`config.mk`:
```
export PLATFORM = sky130hd
export DESIGN_NAME = armleocpu_mul32
export DESIGN_NICKNAME = d
export VERILOG_FILES = /design/src/rtl/armleocpu_mul_pkg.sv /design/src/rtl/armleocpu_mul16.sv /design/src/rtl/armleocpu_mul32.sv
export SDC_FILE = /design/constraint.sdc
export NUM_CORES = 2
export LEC_CHECK = 0
export BUFFER_PORTS_ARGS = -buffer_cell sky130_fd_sc_hd__buf_4
export CORE_MARGIN = 2
export CORE_UTILIZATION = 35
export CTS_CLUSTER_DIAMETER = 150
export CTS_CLUSTER_SIZE = 8
export DETAILED_ROUTE_END_ITERATION = 8
export SYNTH_ARGS = -nofsm -noshare
export SYNTH_HDL_FRONTEND = slang
export SYNTH_HIERARCHICAL = 1
export SYNTH_SLANG_ARGS = --single-unit
```
`constraint.sdc`:
```
create_clock -name clk -period 2.65 [get_ports clk]
set_input_delay 0.795 -clock clk [delete_from_list [all_inputs] [get_ports clk]]
set_output_delay 0.795 -clock clk [all_outputs]
set_load 0.02 [all_outputs]
```
`src/rtl/armleocpu_mul_pkg.sv`:
```
// Shared constants for the armleocpu multiplier slice.
// The default datapath width and the partial-product block width live here
// so the top and the 16x16 leaf agree on them.
package armleocpu_mul_pkg;

    // Default factor width and matching full-product width.
    localparam int MUL_XLEN  = 32;
    localparam int MUL_RES_W = 2 * MUL_XLEN;

    // Width of one partial-product block factor (16x16 -> 32).
    localparam int PP_W = 16;

endpackage : armleocpu_mul_pkg

```
`src/rtl/armleocpu_mul16.sv`:
```
// Combinational 16x16 -> 32 unsigned multiplier leaf.
// The top instantiates a square grid of these and sums the shifted outputs.
module armleocpu_mul16
    import armleocpu_mul_pkg::*;
(
    input  logic [PP_W-1:0]   a,
    input  logic [PP_W-1:0]   b,
    output logic [2*PP_W-1:0] p
);

    // Operands are zero-extended first so the multiply is evaluated at full
    // product width.
    assign p = {{PP_W{1'b0}}, a} * {{PP_W{1'b0}}, b};

endmodule : armleocpu_mul16

```
`src/rtl/armleocpu_mul32.sv`:
```
// Single-cycle-latency, fully pipelined multiplier for the MUL/MULH path.
// The product of the factors sampled on a valid edge appears on result one
// clock later with ready pulsed for that cycle; no backpressure.
// Optional build macro: ARMLEOCPU_MULTIPLIER_SIGNED_EN adds per-factor
// signedness flags (MULH / MULHSU support). Default build is unsigned only.
// XLEN must be a multiple of 16.
module armleocpu_mul32
    import armleocpu_mul_pkg::*;
#(
    parameter int XLEN = MUL_XLEN
) (
    input  logic              clk,
    input  logic              rst,
    input  logic              valid,
    input  logic [XLEN-1:0]   factor0,
    input  logic [XLEN-1:0]   factor1,
`ifdef ARMLEOCPU_MULTIPLIER_SIGNED_EN
    input  logic              factor0_signed,
    input  logic              factor1_signed,
`endif
    output logic              ready,
    output logic [2*XLEN-1:0] result
);

    localparam int RES_W = 2 * XLEN;
    // Number of 16-bit chunks per factor; the grid is NB x NB blocks.
    localparam int NB    = XLEN / PP_W;

    logic [2*PP_W-1:0] pp [NB*NB];
    logic [RES_W-1:0]  product_next;
    logic [RES_W-1:0]  result_next;
    logic [RES_W-1:0]  result_reg;
    logic              ready_reg;

    // Partial products: block (gi, gj) multiplies chunk gi of factor0 by
    // chunk gj of factor1 and carries weight 2^(16*(gi+gj)).
    generate
        for (genvar gi = 0; gi < NB; gi++) begin : g_row
            for (genvar gj = 0; gj < NB; gj++) begin : g_col
                armleocpu_mul16 u_mul16 (
                    .a (factor0[gi*PP_W +: PP_W]),
                    .b (factor1[gj*PP_W +: PP_W]),
                    .p (pp[gi*NB + gj])
                );
            end
        end
    endgenerate

    // Sum the shifted partial products into the full unsigned product.
    always_comb begin
        product_next = '0;
        for (int ki = 0; ki < NB*NB; ki++) begin
            product_next = product_next
                         + (RES_W'(pp[ki]) << (PP_W * ((ki / NB) + (ki % NB))));
        end
    end

`ifdef ARMLEOCPU_MULTIPLIER_SIGNED_EN
    // Signed correction. With A = a - ka*2^X and B = b - kb*2^X (ka/kb set
    // when the factor is signed and negative), A*B mod 2^(2X) equals
    // a*b - ka*b*2^X - kb*a*2^X; the ka*kb*2^(2X) term falls off the top.
    // This is the low 2*XLEN bits of the (XLEN+1)-bit sign-extended product.
    logic [RES_W-1:0] corr0;
    logic [RES_W-1:0] corr1;

    always_comb begin
        corr0 = '0;
        corr1 = '0;
        if (factor0_signed && factor0[XLEN-1])
            corr0 = {factor1, {XLEN{1'b0}}};
        if (factor1_signed && factor1[XLEN-1])
            corr1 = {factor0, {XLEN{1'b0}}};
        result_next = product_next - corr0 - corr1;
    end
`else
    // Unsigned build: the product goes straight to the result register.
    always_comb begin
        result_next = product_next;
    end
`endif

    // Result and ready registers; ready is a one-cycle strobe per accept and
    // result holds across idle cycles. Reset clears both asynchronously.
    always_ff @(posedge clk or posedge rst) begin
        if (rst) begin
            ready_reg  <= 1'b0;
            result_reg <= '0;
        end else begin
            ready_reg <= valid;
            if (valid)
                result_reg <= result_next;
        end
    end

    assign ready  = ready_reg;
    assign result = result_reg;

endmodule : armleocpu_mul32

```
==> impl_metrics.yaml <==
timing:
  hold_violations: 0
  worst_slew_margin_rel: 0.638
  period_minus_slack_ps: 8330
  setup_viol: 61
  finalSetupTns_ps: -282530
  grt_setup_unrepaired: "true"
  slew_violations: 0
  period_share: 3.14
  fin_ws_ps: -5680
  hold_slack_ps: 385
  fmax_mhz: 120
  clock_skew_ps: 0
  tightest_slew_ps: 537
critical_path:
  start_kind: "primary input"
  crit_family: "adder cells"
  cpPeakStageDelay_ps: 530
  endpoint_kind: "flop"
  path_class: "in2reg"
  cp.buffers_inverters: 9
  crit_required_ps: 2880
  arrival_ps: 8560
  crit_slowest_cell: "a2111o_1"
  critPathMaxFanout: 11
  crit_path_frequent_cell: "fa_1"
cts:
  ctsHoldBuffers: 0
  htreeDepth: 3
  cts_inserted_buffers: 9
  cts.sinks: 65
  insertion_delay_ps: 360
  cts_tree: "done"
  clk_pin_slew_worst_paths_ps: 70
  cts_max_path_buffers: 2
  cts_root_buf: "clkbuf_16"
cells_and_area:
  fillers: 10900
  final_cell_mix: "inv_1, buf_4, fa_1, nand2_1, and2_1"
  layout_commonest_cell: "inv_1"
  drive_gt1_frac: 0.265
  nNetsFinal: 6611
  fin_cells: 6793
  syn_to_final_growth_pct: 30.4
  seq_area_um2: 1630
  largest_reg_flops: 64
  multi_input_area_um2: 35900
floorplan:
  start_util: 0.352
  rows: 123
  dieArea_um2: 115000
  die_w_um: 340
  die_h_um: 340
  core-area_um2: 112000
  ios: 132
placement:
  dp_hpwl_um: 101000
  dp_cells: 6704
  dpl_worst_slack_ps: -6450
  routabilityCongestion: 0.869
  port_buffers: 131
run_status:
  failed_checks: "negative setup slack"
  outcome: "complete, but fails checks"
global_routing:
  grt_max_degree: 59
  grt_pass1_vias: 35700
  antenna_found_initial: 1
  grt_pass1_wl_um: 193000
  overflow: 0
  gr-usage-all-layers: 0.209
yosys:
  synth-seq-cells: 65
  netlist_area_um2: 39400
  synth.net_count: 5820
  ys.flop_type: "dfrtp_1"
  ys_warn_count: 6
  synthCells: 4496
  ys_types: 86
  syn_area_per_cell_um2: 8.77
  synthArstFlopShare: 1.00
  synth_edf_count: 0
  yosysSeqAreaShare: 0.0413
route:
  vias: 33100
  via_per_inst: 4.88
  drc_errors: 0
  drtAntennaViolNets: 0
  dr.pass1.iters: 6
  wl_um: 120000
  first_iter_violations: 1461
  wl_per_cell_um: 17.6
flow_run:
  cap_violations: 0
worst_hold_path:
  min_path_type: "in2async"
## layer usage
metal,up-vias,track usage,routed length (µm)
met5,-,0,12
met4,2,0.0501,3560
met3,144,0.0189,4390
met2,636,0.372,60900
met1,17000,0.273,50900
li1,15300,-,-
## synth_stat cells (14+ instances only)
library cell / number / area (µm²)
mux2_2: 42 / 473
a21o_1: 73 / 548
ha_1: 448 / 5610
nor3_1: 21 / 105
and3_1: 14 / 87.6
nor2_1: 104 / 390
nand3_1: 36 / 180
clkbuf_1: 165 / 619
o21ai_0: 67 / 335
inv_1: 934 / 3510
fa_1: 809 / 16200
o21a_1: 18 / 135
xor2_1: 51 / 447
and2_1: 496 / 3100
nand4_1: 33 / 206
a211oi_1: 20 / 150
xnor2_1: 97 / 850
dfrtp_1: 65 / 1630
o21bai_1: 15 / 113
nand2_1: 642 / 2410
a21oi_1: 143 / 716
a31oi_1: 26 / 163
## path summary, 6_finish.rpt
kind / from / end / slack [ps] / cells past startpoint
worst max-delay path: factor1[6] / result[50] / -5680 / 33
worst min-delay path: rst / result[57] / 390 / 2
worst max register to register: result[51] / result[51] / 1620 / 2
worst min register to register: result[16] / result[16] / 490 / 2
max in group asynchronous: rst / result[16] / 1620 / 3
min in group clk: result[16] / result[16] / 490 / 2
## what timing repair did
item / 4_1_cts / 5_1_grt
resized for setup: 361 / 144
setup buffers: 35 / 39
endpoints found under the setup margin: 61 / 61
cloned: 3 / 4
pin swaps: 194 / 143
## stage by stage
stage,instance area [µm²],util
detailed placement,48000,0.429
global route,51400,0.459
floorplan,40300,-
global placement,48000,0.429
CTS,50400,0.450
finish,51400,0.459
## cell families (layout without fill, tap and decap cells)
kind of cell | after synthesis | count (layout) | share of synthesized area
adders and majority gates | 1257 | 1257 | 0.553
AOI/OAI and AO/OA | 470 | 470 | 0.0795
xor gates and xnor gates | 148 | 148 | 0.0329
buffers and inverters | 1111 | 1907 | 0.106
muxes | 45 | 45 | 0.0128
DFF | 65 | 65 | 0.0413
other | 0 | 1 | 0
and+or+nand+nor | 1400 | 1400 | 0.174
## layout make-up
type	instances	share of cell area
inverters	934	0.0683
diodes	1	0.0000487
repair buffers	957	0.158
well taps	1500	0.0365
flip-flops and latches	65	0.0316
clock buffers	10	0.00446
clock inverters	6	0.00161
multi-input cells	3320	0.699
## worst reg2reg max path, stage by stage, from the launching register on
cell,delay (ps)
dfrtp_1,410
a221oi_1,340
o311ai_2,150
Power is left out: the tool's default activity adds up to more than one toggle a clock period on the data nets, which glitch-free logic cannot reach.
